File: src/rtl/elevador_pkg.sv
// Shared definitions for the elevator scheduler and door block: state encoding,
// travel direction codes and floor index width.
package elevador_pkg;

    localparam int FLOOR_W = 3;

    typedef enum logic [2:0] {
        ST_IDLE      = 3'd0,
        ST_MOVE_UP   = 3'd1,
        ST_MOVE_DOWN = 3'd2,
        ST_DOOR_REQ  = 3'd3,
        ST_DOOR_WAIT = 3'd4,
        ST_ESTOP     = 3'd5
    } elev_state_t;

    localparam logic DIR_UP   = 1'b1;
    localparam logic DIR_DOWN = 1'b0;

    // Neighbouring floor in the given direction; callers guarantee no wrap.
    function automatic logic [FLOOR_W-1:0] floor_step(input logic [FLOOR_W-1:0] f,
                                                       input logic             up);
        if (up == DIR_UP) begin
            floor_step = f + {{(FLOOR_W-1){1'b0}}, 1'b1};
        end else begin
            floor_step = f - {{(FLOOR_W-1){1'b0}}, 1'b1};
        end
    endfunction

endpackage

File: src/rtl/elevador_scheduler_scan.sv
// elev_req_scan: classifies latched requests relative to an evaluation floor and
// reports whether any lie ahead of / behind the last travel direction.
module elev_req_scan
    import elevador_pkg::*;
#(
    parameter int NFLOORS = 5
) (
    input  logic [NFLOORS-1:0] pending,
    input  logic [FLOOR_W-1:0] floor,
    input  logic               dir,
    output logic               req_here,
    output logic               req_above,
    output logic               req_below,
    output logic               req_ahead,
    output logic               req_behind
);

    // Reduce the pending vector into here/above/below relative to floor
    always_comb begin
        req_here  = 1'b0;
        req_above = 1'b0;
        req_below = 1'b0;
        for (int i = 0; i < NFLOORS; i++) begin
            req_here  = req_here  | (pending[i] & (i == int'(floor)));
            req_above = req_above | (pending[i] & (i >  int'(floor)));
            req_below = req_below | (pending[i] & (i <  int'(floor)));
        end
        req_ahead  = (dir == DIR_UP) ? req_above : req_below;
        req_behind = (dir == DIR_UP) ? req_below : req_above;
    end

endmodule

File: src/rtl/elevador_scheduler.sv
// SCAN-order floor scheduler for the 5-floor elevator with door handshake and timeout.
// Optional emergency stop is built when ESTOP_EN is defined.
module elevador_scheduler
    import elevador_pkg::*;
#(
    parameter int NFLOORS      = 5,
    parameter int TRAVEL_TICKS = 4,
    parameter int DOOR_TIMEOUT = 32
) (
    input  logic               FSMclk,
    input  logic               deb_rst,
    input  logic [NFLOORS-1:0] call_req,
    input  logic               door_done,
`ifdef ESTOP_EN
    input  logic               estop,
    output logic               estop_active,
`endif
    output logic               door_open,
    output logic [FLOOR_W-1:0] floor_cur,
    output logic [NFLOORS-1:0] pending,
    output logic               moving_up,
    output logic               moving_down,
    output logic               door_fault
);

    localparam int TW = $clog2(TRAVEL_TICKS + 1);
    localparam int WW = $clog2(DOOR_TIMEOUT + 1);
    localparam logic [TW-1:0]      TRAVEL_LAST = TW'(TRAVEL_TICKS - 1);
    localparam logic [WW-1:0]      WAIT_LAST   = WW'(DOOR_TIMEOUT - 1);
    localparam logic [NFLOORS-1:0] FLOOR0_BIT  = {{(NFLOORS-1){1'b0}}, 1'b1};

    elev_state_t        state_r, state_nxt_s;
    logic               dir_r, dir_nxt_s;
    logic [TW-1:0]      travel_cnt_r, travel_nxt_s;
    logic [WW-1:0]      wait_cnt_r, wait_nxt_s;
    logic [FLOOR_W-1:0] floor_nxt_s, scan_floor_s;
    logic [NFLOORS-1:0] pending_nxt_s, set_s, here_bit_s, next_bit_s;
    logic               fault_nxt_s, estop_s;
    logic               req_here_s, req_above_s, req_below_s, req_ahead_s, req_behind_s;

`ifdef ESTOP_EN
    assign estop_s = estop;
`else
    assign estop_s = 1'b0;
`endif

    // While travelling, decisions are made for the floor being arrived at
    always_comb begin
        case (state_r)
            ST_MOVE_UP:   scan_floor_s = floor_step(floor_cur, DIR_UP);
            ST_MOVE_DOWN: scan_floor_s = floor_step(floor_cur, DIR_DOWN);
            default:      scan_floor_s = floor_cur;
        endcase
    end

    elev_req_scan #(.NFLOORS(NFLOORS)) u_scan (
        .pending    (pending),
        .floor      (scan_floor_s),
        .dir        (dir_r),
        .req_here   (req_here_s),
        .req_above  (req_above_s),
        .req_below  (req_below_s),
        .req_ahead  (req_ahead_s),
        .req_behind (req_behind_s)
    );

    // Next-state, position, direction and counter logic
    always_comb begin
        state_nxt_s  = state_r;
        floor_nxt_s  = floor_cur;
        dir_nxt_s    = dir_r;
        travel_nxt_s = travel_cnt_r;
        wait_nxt_s   = {WW{1'b0}};
        fault_nxt_s  = door_fault;
        if (estop_s) begin
            state_nxt_s = ST_ESTOP;
        end else begin
            case (state_r)
                ST_IDLE: begin
                    travel_nxt_s = {TW{1'b0}};
                    if (req_here_s) begin
                        state_nxt_s = ST_DOOR_REQ;
                    end else if (req_above_s) begin
                        state_nxt_s = ST_MOVE_UP;
                        dir_nxt_s   = DIR_UP;
                    end else if (req_below_s) begin
                        state_nxt_s = ST_MOVE_DOWN;
                        dir_nxt_s   = DIR_DOWN;
                    end else begin
                        state_nxt_s = ST_IDLE;
                    end
                end
                ST_MOVE_UP, ST_MOVE_DOWN: begin
                    if (travel_cnt_r == TRAVEL_LAST) begin
                        travel_nxt_s = {TW{1'b0}};
                        floor_nxt_s  = scan_floor_s;
                        if (req_here_s) begin
                            state_nxt_s = ST_DOOR_REQ;
                        end else if (req_ahead_s) begin
                            state_nxt_s = state_r;
                        end else begin
                            state_nxt_s = ST_IDLE;
                        end
                    end else begin
                        travel_nxt_s = travel_cnt_r + {{(TW-1){1'b0}}, 1'b1};
                    end
                end
                ST_DOOR_REQ: begin
                    travel_nxt_s = {TW{1'b0}};
                    state_nxt_s  = ST_DOOR_WAIT;
                end
                ST_DOOR_WAIT: begin
                    if (door_done) begin
                        if (req_ahead_s) begin
                            state_nxt_s = (dir_r == DIR_UP) ? ST_MOVE_UP : ST_MOVE_DOWN;
                        end else if (req_behind_s) begin
                            dir_nxt_s   = ~dir_r;
                            state_nxt_s = (dir_r == DIR_UP) ? ST_MOVE_DOWN : ST_MOVE_UP;
                        end else begin
                            state_nxt_s = ST_IDLE;
                        end
                    end else if (wait_cnt_r == WAIT_LAST) begin
                        fault_nxt_s = 1'b1;
                        state_nxt_s = ST_IDLE;
                    end else begin
                        wait_nxt_s = wait_cnt_r + {{(WW-1){1'b0}}, 1'b1};
                    end
                end
                // Leaving emergency stop (or any illegal code) resumes from IDLE
                default: begin
                    state_nxt_s = ST_IDLE;
                end
            endcase
        end
    end

    // Request latch: calls for the floor being served are absorbed, clear beats set
    always_comb begin
        here_bit_s = FLOOR0_BIT << floor_cur;
        next_bit_s = FLOOR0_BIT << floor_nxt_s;
        if ((state_r == ST_DOOR_REQ) || (state_r == ST_DOOR_WAIT)) begin
            set_s = call_req & ~here_bit_s;
        end else begin
            set_s = call_req;
        end
        if (state_nxt_s == ST_ESTOP) begin
            pending_nxt_s = {NFLOORS{1'b0}};
        end else if (state_nxt_s == ST_DOOR_REQ) begin
            pending_nxt_s = (pending | set_s) & ~next_bit_s;
        end else begin
            pending_nxt_s = pending | set_s;
        end
    end

    // State and registered outputs; flags decode the next state so they track state_r exactly
    always_ff @(posedge FSMclk or posedge deb_rst) begin
        if (deb_rst) begin
            state_r      <= ST_IDLE;
            dir_r        <= DIR_UP;
            travel_cnt_r <= {TW{1'b0}};
            wait_cnt_r   <= {WW{1'b0}};
            floor_cur    <= {FLOOR_W{1'b0}};
            pending      <= {NFLOORS{1'b0}};
            door_open    <= 1'b0;
            moving_up    <= 1'b0;
            moving_down  <= 1'b0;
            door_fault   <= 1'b0;
`ifdef ESTOP_EN
            estop_active <= 1'b0;
`endif
        end else begin
            state_r      <= state_nxt_s;
            dir_r        <= dir_nxt_s;
            travel_cnt_r <= travel_nxt_s;
            wait_cnt_r   <= wait_nxt_s;
            floor_cur    <= floor_nxt_s;
            pending      <= pending_nxt_s;
            door_open    <= (state_nxt_s == ST_DOOR_REQ);
            moving_up    <= (state_nxt_s == ST_MOVE_UP);
            moving_down  <= (state_nxt_s == ST_MOVE_DOWN);
            door_fault   <= fault_nxt_s;
`ifdef ESTOP_EN
            estop_active <= (state_nxt_s == ST_ESTOP);
`endif
        end
    end

endmodule

File: config.mk
export PLATFORM = sky130hd
export DESIGN_NAME = elevador_scheduler
export DESIGN_NICKNAME = d
export VERILOG_FILES = /design/src/rtl/elevador_pkg.sv /design/src/rtl/elevador_scheduler_scan.sv /design/src/rtl/elevador_scheduler.sv
export SDC_FILE = /design/constraint.sdc
export NUM_CORES = 1
export LEC_CHECK = 0
export BUFFER_PORTS_ARGS = -buffer_cell sky130_fd_sc_hd__buf_4
export CAP_MARGIN = 10
export CORE_ASPECT_RATIO = 0.7
export CORE_UTILIZATION = 51
export DETAILED_ROUTE_END_ITERATION = 12
export PLACE_DENSITY = 0.82
export SETUP_SLACK_MARGIN = 0.3
export SKIP_CTS_REPAIR_TIMING = 1
export SLEW_MARGIN = 20
export SYNTH_ARGS = -nofsm -noshare
export SYNTH_HDL_FRONTEND = slang
export SYNTH_SLANG_ARGS = --single-unit
export TNS_END_PERCENT = 50
File: constraint.sdc
create_clock -name FSMclk -period 3.1 [get_ports FSMclk]
set_input_delay 0 -clock FSMclk [delete_from_list [all_inputs] [get_ports FSMclk]]
set_output_delay 0 -clock FSMclk [all_outputs]
set_load 0.05 [all_outputs]
After elaboration in Yosys (flattened, before gate mapping):

Cells that the tools add are included.

* memory bits (read-only): 0
* RAM bits: 0
* logic and storage cells: 118
* register bits: 25
* output and inout port bits: 12
* memories: 0
* bits of input ports: 8
* latch bits: 0

* multiplexer cells: 33
* shifts and indexed selects: 2
* divide/modulo/power cells: 0
* eq/ne operators: 19
* add/subtract/negate cells: 4
* $mul: 0
* order comparisons: 9
* reduce and logical (&&, ||, !) cells: 9
* bitwise logic cells: 32

Operators with widths (count)
* $mux 3: 8
* $mux 6: 3
* $eq 3x2->1 const B: 5
* $mux 5: 3
* $and 1x1->1: 14
* $mux 2: 7
* $pmux 3 s2: 2
* $pmux 3 s4: 1
* $or 1x1->1: 11
* $and 5x5->5: 2
* $not 5->5: 2
* $shl 1x3->5 const A: 2
* $eq 3x3->1 const A: 3
* $mux 1: 8
* $ne 2x2->1 const B: 4
* $add 3x1->3 const B: 2
* $add 6x1->6 const B: 1
* $eq 3x1->1 const B: 2
* $eq 3x3->1 const B: 2
* $eq 6x5->1 const B: 1
* $gt 2x3->1 const A: 2
* $logic_not 3->1: 2
* $lt 1x3->1 const A: 2
* $lt 2x3->1 const A: 2
* 14 further kinds: 17

Logic depth before layout (Yosys ltp):

Gate-level depths: netlist of the first run.

* word-level depth: 16
* gate-level depth with buffers: 11
* mapped depth without buffers: 9

By module:

Synthesis of the first run repeated with hierarchy kept, for this count alone.

* cell total of the unflattened synthesis: 163
* area total of the unflattened synthesis: 1566.5 um^2

Modules (own cells, without submodules)
* elevador_scheduler: sequential area each 626.9 um^2, area each 1411.4 um^2, times used 1, cells an instance 141
* elev_req_scan: sequential area each 0.0 um^2, area each 155.1 um^2, times used 1, cells an instance 22

Worst setup path before layout of the first run:

Ideal clock, no wire load.

* path type: register to register
* from: register state_r[2]
* to: register moving_down
* period minus slack after synthesis: 3030 ps
* path buffers: 2
* slack: 70 ps
* cell stages (with the launch flop): 12
* arrival: 2950 ps
* required time: 3020 ps
* library setup time: 80 ps
* path through: dfrtp_1 > buf_6 > clkbuf_1 > nor3b_1 > fa_1 > or4b_4 > a21o_1 > a221oi_2 > o31ai_2 > o311a_1 > a31oi_2 > nor3b_2

* longest elaborated chain between the ends: 14
* elaborated cells between the ends (all ways): 60
* classes of those cells: order compare (9); eq/ne (9); mux (14); bitwise (25); reduce/logical (3)

Ends and longest elaborated chain
* start: declaration: line elevador_scheduler.sv:32 `elev_state_t state_r, state_nxt_s;`
* start signal: assignment: line elevador_scheduler.sv:172 `state_r <= state_nxt_s;`
* $eq 3x2->1 / $eq 3x1->1 (equally long branches): line elevador_scheduler.sv:49, elevador_scheduler.sv:78
* $pmux 3 s2: line elevador_scheduler.sv:49 `case (state_r)`
* $lt 1x3->1: line elevador_scheduler_scan.sv:26 `req_below = req_below | (pending[i] & (i < int'(floor)));`
* $and 1x1->1: line elevador_scheduler_scan.sv:26
* $or 1x1->1 (4 in a row): line elevador_scheduler_scan.sv:26
* $mux 1 (on tied branches): line elevador_scheduler_scan.sv:29, elevador_scheduler_scan.sv:28
* $mux 2 / $mux 3 (equally long branches): line elevador_scheduler.sv:116, elevador_scheduler.sv:99
* $mux 2 / $mux 3 (equally long branches): line elevador_scheduler.sv:114, elevador_scheduler.sv:97
* $mux 3 (on tied branches): line elevador_scheduler.sv:113, elevador_scheduler.sv:94
* $pmux 3 s4 *: line elevador_scheduler.sv:78 `case (state_r)`
* $eq 3x2->1 *: line elevador_scheduler.sv:180 `moving_down <= (state_nxt_s == ST_MOVE_DOWN);`
* end signal: assignment: line elevador_scheduler.sv:180
* end: declaration: line elevador_scheduler.sv:22 `output logic moving_down,`

Mark *: on every way between the ends. The rest lies on a longest branch, timed or not.
A chain may end at the register's enable or synchronous reset.

Final worst setup path of the first run:

* from: register state_r[1]
* to: register moving_down

Same word-level chain as after synthesis.

==> results summary, run 1 <==
The flow ran to the end, but the final reports show violations. The final reports fail on hold timing. STA puts the critical path data arrival time at 3.26 ns.

The cell sitting at the root of the clock tree is a sky130_fd_sc_hd__clkbuf_8. The peak fanout along the critical path came out at 5. In this run the cell area of the synthesized design comes to 1580 µm². Setup repair after global routing could not meet its margin everywhere.

In this run the cell area measured after placement is 1788 µm². Across every metal layer, demand over resource in global routing totals 26.33%. The number of antenna violations at the first check in global routing came out at 0. After routing the design area is 1998 µm². The timing-limited maximum frequency is 326.7 MHz. The layout cell share with drive strength beyond 1 is 32.16%. The height of the die is 48.57 µm. The count of final hold-check violations is 24.

The max-cap check violation count came out at 0. The synthesized area per cell came out at 9.188 µm². After synthesis the netlist holds a flip-flop and latch count of 25. The die footprint is 3329 µm². TritonCTS built the clock tree. The number of synthesized flops with an enable pin came out at 0. The required time of the worst setup path is 3.30 ns. The clock latency reported for the late side of the worst-skew pair is 0.28 ns. The summed negative setup slack over all endpoints came out at 0 ns.

The final critical path time including I/O delays and setup came out at 3.061 ns. The final count of negative-setup-slack endpoints came out at 0. The clock edge transition at the registers on the reported setup and hold paths is 0.10 ns. sky130_fd_sc_hd__dfrtp_1 takes more of the synthesized area than any other cell. The wire-length estimate of the detail-placed layout is 2819 µm. The I/O pin count is 20. The most common cell after layout, fill and taps aside is sky130_fd_sc_hd__buf_4. Tracing the worst setup path back leads to its startpoint at state_r[1]. The reg-to-reg setup timing slack is 0.04 ns.

The final-report max-slew violation count is 0. The number of buffers inserted by port buffering is 19. The CTS buffer count came out at 3. The remaining routing DRC violations is 0. The number of antenna cells inserted came out at 0. The simple-gate share of the synthesized area is 22.09%. From left edge to right edge, the die measures 68.53 µm. The total area of multi-input combinational cells is 1013 µm². The final-layout fill cell count came out at 217. The congestion estimate from routability-driven global placement came to 0.8843.

The gate count of the mapped netlist is 172. The total overflow left after global routing is 0. The net count after synthesis is 183.

The starting density of the core came out at 55.20%. The count of nets left with antenna violations after detail routing came out at 0. In the synthesized netlist, mux cells make up 2.771% of the area. The maximum number of pins on one net before global-route repair is 26. Across all hold checks on the routed design, the worst slack comes to -0.06594 ns. The number of detailed-route iterations in the first pass is 5. After Yosys synthesis, XOR and XNOR cells account for 4.434% of the synthesized area. The area growth from synthesis to final layout is 26.45%. By area the synthesized netlist is led by sky130_fd_sc_hd__dfrtp_1 (38%), sky130_fd_sc_hd__nor2_1 (5.0%), sky130_fd_sc_hd__a21oi_1 (3.8%).

At the end of the flow, the number of nets in the layout was 211. The main flop type after synthesis is sky130_fd_sc_hd__dfrtp_1. After layout, the worst path uses 98.74% of the clock period. The type of the worst setup path is flop to flop.

The number of clock sinks came out at 25. The via count of the first global-routing pass is 1318. The number of rows created at floorplan came out at 16. In the synthesized netlist the async set-or-reset flop fraction comes to 100.0%. In the layout the commonest cells are sky130_fd_sc_hd__buf_4 (29), sky130_fd_sc_hd__dfrtp_1 (22), sky130_fd_sc_hd__nor2_1 (20).

The detailed-route vias per instance is 6.545. The worst reg2reg path startpoint is state_r[1]. The area of the core region is 2863 µm². The Yosys warning count came out at 0. Summed over all layers, the routed wires come to 4577 µm.

The transition time at the pin with the least slew margin is 0.9575 ns. The deepest clock path buffer count is 2. Clock skew on the completed layout was measured at 0.006026 ns.

The number of design-rule violations left by the first detailed-router iteration came out at 165. The area share of the leading cell type in the synthesized netlist is 38.00%. The routed length per placed instance is 19.48 µm.

STA classifies the critical path startpoint as a flop. Summing the areas of all compound-gate instances in the mapped netlist gives 23.83% of the synthesized area. The H-tree depth came out at 1. The sequential cells in the finished layout cover a total of 629.4 µm². The type of destination of the critical path is a flop.

The fraction of the mapped netlist area in adder cells is 2.850%. The via count is 1538. The distinct cell type count after synthesis is 50. The first-pass GRT wire length is 6506 µm. The worst slew margin relative to its limit is 36.09%.

In this run the worst hold path is classified as input pin to asynchronous set/reset pin. The register area share after synthesis came out at 39.67%. After synthesis, the largest family of logic cells by area is compound AO/OA/AOI/OAI gates.
==> final timing paths <==
| kind | to | cells after the start |
|---|---|---|
| min in group FSMclk | pending[2] | 3 |
| hold / removal | wait_cnt_r[5] | 2 |
| setup reg to reg | moving_down | 10 |
| hold reg to reg | wait_cnt_r[0] | 1 |
| max in group asynchronous | floor_cur[1] | 2 |
| setup / recovery | moving_down | 10 |
==> synth_stat cells, drive strengths merged, types with 2 or more instances <==
library cell	n
nand2b	6
o221ai	2
mux2	3
nor3b	3
xnor2	4
o21ai	9
dfrtp	24
a221oi	5
nor3	5
and2	3
nor2	21
clkbuf	5
a31oi	7
nor4	3
a21oi	12
nor2b	2
inv	6
nand3	4
buf	3
xor2	4
ha	2
nand2	11
a21o	2
or4	2
a21boi	2
o21a	3
==> through the flow <==
| step | hold slack, ns | utilization [%] | setup WS [ns] | cells |
|---|---|---|---|---|
| 3_5_place_dp | 0.2111 | 62.46 | 0.09049 | 226 |
| 2_1_floorplan | 0.02644 | - | 0.2791 | 172 |
| 5_1_grt | 0.02133 | 69.80 | -0.07513 | 235 |
| 3_3_place_gp | 0.2011 | 62.46 | 0.06978 | 226 |
| 4_1_cts | -0.08861 | 64.20 | 0.04499 | 230 |
| 6_report | -0.06594 | 69.80 | 0.03917 | 235 |
==> per-layer routing <==
layer	GRT usage, %	up-vias	wire length [µm]
met4	4.514	0	141
met1	42.99	736	1986
met5	0	-	0
li1	-	688	-
met2	34.97	93	2078
met3	6.368	21	370
==> kinds of logic after synthesis <==
logic type      Yosys count
compound gates           52
xor+xnor                  8
fa+ha+maj                 3
buf+inv                  14
flops                    25
mux                       4
simple gates             66
==> state kept, by name (all words and copies together), names as in the netlist <==
| register | count |
|---|---|
| wait_cnt_r | 6 |
| pending | 5 |
| floor_cur | 3 |
| state_r | 3 |
| travel_cnt_r | 3 |
| dir_r | 1 |
| door_fault | 1 |
| door_open | 1 |
| moving_down | 1 |
| moving_up | 1 |
==> final cells by class <==
type,instances,share of cell area [%]
repair buffers,31,11.90
multi-input cells,133,50.72
clock buffers,3,2.066
clock inverters,1,0.4383
inverters,6,1.127
flip-flops and latches,25,31.50
well taps,36,2.254
==> critical path, stage by stage, from the launching register on <==
cell and delay (ns):
sky130_fd_sc_hd__dfrtp_1 0.40, sky130_fd_sc_hd__nor3b_2 0.18, sky130_fd_sc_hd__fa_2 0.34, sky130_fd_sc_hd__or4b_4 0.55
sky130_fd_sc_hd__a21o_4 0.27, sky130_fd_sc_hd__and2_4 0.18, sky130_fd_sc_hd__mux2i_1 0.26, sky130_fd_sc_hd__a2bb2oi_2 0.31
sky130_fd_sc_hd__nor2_1 0.14, sky130_fd_sc_hd__buf_4 0.17, sky130_fd_sc_hd__nor3b_2 0.19
Power of run 1 is not shown: default switching activity piles up to over one toggle a cycle in this logic, so the estimate is an artifact.
==> run 2, diff against run 1 <==
==> constraint.sdc (replaced) <==
create_clock -name FSMclk -period 3.1 [get_ports FSMclk]
set_input_delay 0.31 -clock FSMclk [delete_from_list [all_inputs] [get_ports FSMclk]]
set_output_delay 0.31 -clock FSMclk [all_outputs]
set_load 0.05 [all_outputs]
==> results summary, run 2 (synthesized netlist as in run 1, its figures left out) <==
The flow ran to the end, but the final reports show violations. The checks that failed: setup timing. The worst slew margin relative to its limit came out at 36.15% (+0.056 points). Compared with the post-synthesis result, the final layout area differs by 25.18%. The combined buffer and inverter count along the critical path is 1 (unchanged).

The number of antenna violations at the first check in global routing was 0 (unchanged). The number of rows created at floorplan came to 16 (unchanged). The critical path goes through nor3b_2, fa_2, or4b_4, a21o_4, and2_4, mux2i_1, a2bb2oi_2, nor2_1, buf_4, nor3b_2. The CTS buffer count came out at 3 (unchanged). The worst setup path is of the flop to flop kind. The register name with the most flops is wait_cnt_r.

The number of detailed-route iterations in the first pass came out at 5 (unchanged). The largest registers in the layout are wait_cnt_r (6), pending (5). TritonCTS built the clock tree. The number of antenna cells inserted came out at 0 (unchanged). The number of flip-flops under the largest register name is 6 (unchanged). The final layout net count is 209 (-0.95%). The maximum number of pins on one net before global-route repair came out at 26 (unchanged). The transition time at the pin with the least slew margin came out at 0.9567 ns (-0.0008438 ns). The via count was 1508 (-2.0%). The height of the die is 48.57 µm (unchanged). The library cells used most frequently in the layout, excluding fill and tap cells, are sky130_fd_sc_hd__buf_4 (29), sky130_fd_sc_hd__dfrtp_1 (22), sky130_fd_sc_hd__nor2_1 (20). The overall global routing resource usage is 26.33% (unchanged). The number of clock sinks came to 25 (unchanged). The I/O pin count came out at 20 (unchanged). The final count of negative-setup-slack endpoints came out at 1 (+1). The tree is rooted in a sky130_fd_sc_hd__clkbuf_8.

The H-tree depth is 1 (unchanged). The start point of the critical path is state_r[1]. The final-layout fill cell count is 223 (+2.8%).

The max-cap check violation count came to 0 (unchanged). The peak fanout along the critical path came out at 5 (unchanged). The routed wire length came out at 4624 µm (+1.0%).

The clock latency reported for the late side of the worst-skew pair was 0.28 ns (about the same). The die footprint is 3329 µm² (unchanged). The library cell used most frequently in the layout, excluding fill and tap cells, is sky130_fd_sc_hd__buf_4. The final critical path time including I/O delays and setup is 3.103 ns (+0.04179 ns). In this design, the critical path's most frequently occurring cell is sky130_fd_sc_hd__nor3b_2. The clock tree skew after final layout is 0.006866 ns (+0.0008396 ns). The longest individual stage delay on the worst path is 0.55 ns (about the same).

The worst setup path is captured at a flop. The clock edge transition at the registers on the reported setup and hold paths came out at 0.10 ns (about the same). The number of design-rule violations left by the first detailed-router iteration came out at 152 (-7.9%). Setup repair after global routing could not meet its margin everywhere. The detailed placer's ending HPWL is 2819 µm (unchanged). The final clock period utilization by the worst path is 100.1% (+1.3 points). The routability congestion estimate from global placement is 0.8843 (unchanged). The overall die width is 68.53 µm (unchanged).

The worst setup slack before clock tree synthesis came to 0.09049 ns (unchanged). The area of the core region is 2863 µm² (unchanged). The via count of the first global-routing pass came out at 1318 (unchanged). The required time of the worst setup path is 3.30 ns (about the same).

The worst hold path begins at door_done. The worst hold path belongs to the class input pin to flop. The count of nets left with antenna violations after detail routing is 0 (unchanged). The count of final hold-check violations came out at 0 (-100%). The worst reg2reg path startpoint is state_r[1].

Among cell families on the critical path, the largest total delay comes from simple AND/OR/NAND/NOR gates. The final-report max-slew violation count came out at 0 (unchanged). The data arrival time of the critical path came out at 3.30 ns (+0.04 ns). The final worst setup slack came out at -0.002613 ns (-0.04179 ns). The detailed-route vias per instance came to 6.472 (-1.1%). The first-pass GRT wire length came out at 6506 µm (unchanged). For this design, the slowest cell found on the critical path is sky130_fd_sc_hd__or4b_4. The remaining routing DRC violations is 0 (unchanged). The timing-limited maximum frequency came to 322.3 MHz (-1.3%). The deepest clock path buffer count came out at 2 (unchanged).

The layout cell share with drive strength beyond 1 is 32.49% (+0.33 points). The total area of multi-input combinational cells is 1013 µm² (unchanged). The residual overflow from global routing is 0 (unchanged). The routed length per placed instance came out at 19.85 µm (+1.9%).

The number of buffers inserted by port buffering was 19 (unchanged). The register area is 629.4 µm² (unchanged). STA classifies the critical path startpoint as a flop. The starting density of the core came out at 55.20% (unchanged).
## run 2: cell types whose count changed in the layout (fill, tap and decap cells not counted), sizes merged
| cell | delta |
|---|---|
| dlygate4sd3 | -2 |
## run 2: worst paths after layout
check | depth (start not counted) | to | slack (ns)
worst max register to register | 10 | moving_down | -0.003
worst min-delay path | 2 | wait_cnt_r[4] | 0.22
worst max-delay path | 10 | moving_down | -0.003
worst min register to register | 1 | wait_cnt_r[0] | 0.48
max in group asynchronous | 2 | floor_cur[1] | 2.21
min in group asynchronous | 2 | wait_cnt_r[5] | 0.24
## run 2: routing by layer
metal | wire [µm] | vias up | GRT usage (%) | part of all wire, %
li1 | - | 682 | - | -
met1 | 2002 | 725 | 42.99 | 43
met2 | 2121 | 90 | 34.97 | 46
met3 | 428 | 11 | 6.368 | 9.3
met4 | 72 | 0 | 4.514 | 1.6
met5 | 0 | - | 0 | 0
## run 2: layout make-up
type                            instances  share of cell area (%)
Tap cell                               36                   2.277
Timing Repair Buffer                   29                   11.01
Inverter                                6                   1.139
Multi-Input combinational cell        133                   51.23
Clock inverter                          1                  0.4428
Sequential cell                        25                   31.82
Clock buffer                            3                   2.087
## run 2: stage by stage
step           std cells  setup TNS [ns]  area [µm²]  utilization, %  hold slack [ns]
3_5_place_dp         226               0        1788           62.46           0.4757
6_report             233       -0.002613        1978           69.10           0.2216
2_1_floorplan        172               0        1604               -           0.3364
4_1_cts              230               0        1838           64.20           0.2214
5_1_grt              233         -0.1506        1978           69.10           0.2272
3_3_place_gp         226               0        1788           62.46           0.4410
Power of run 2 is left out for the same reason.
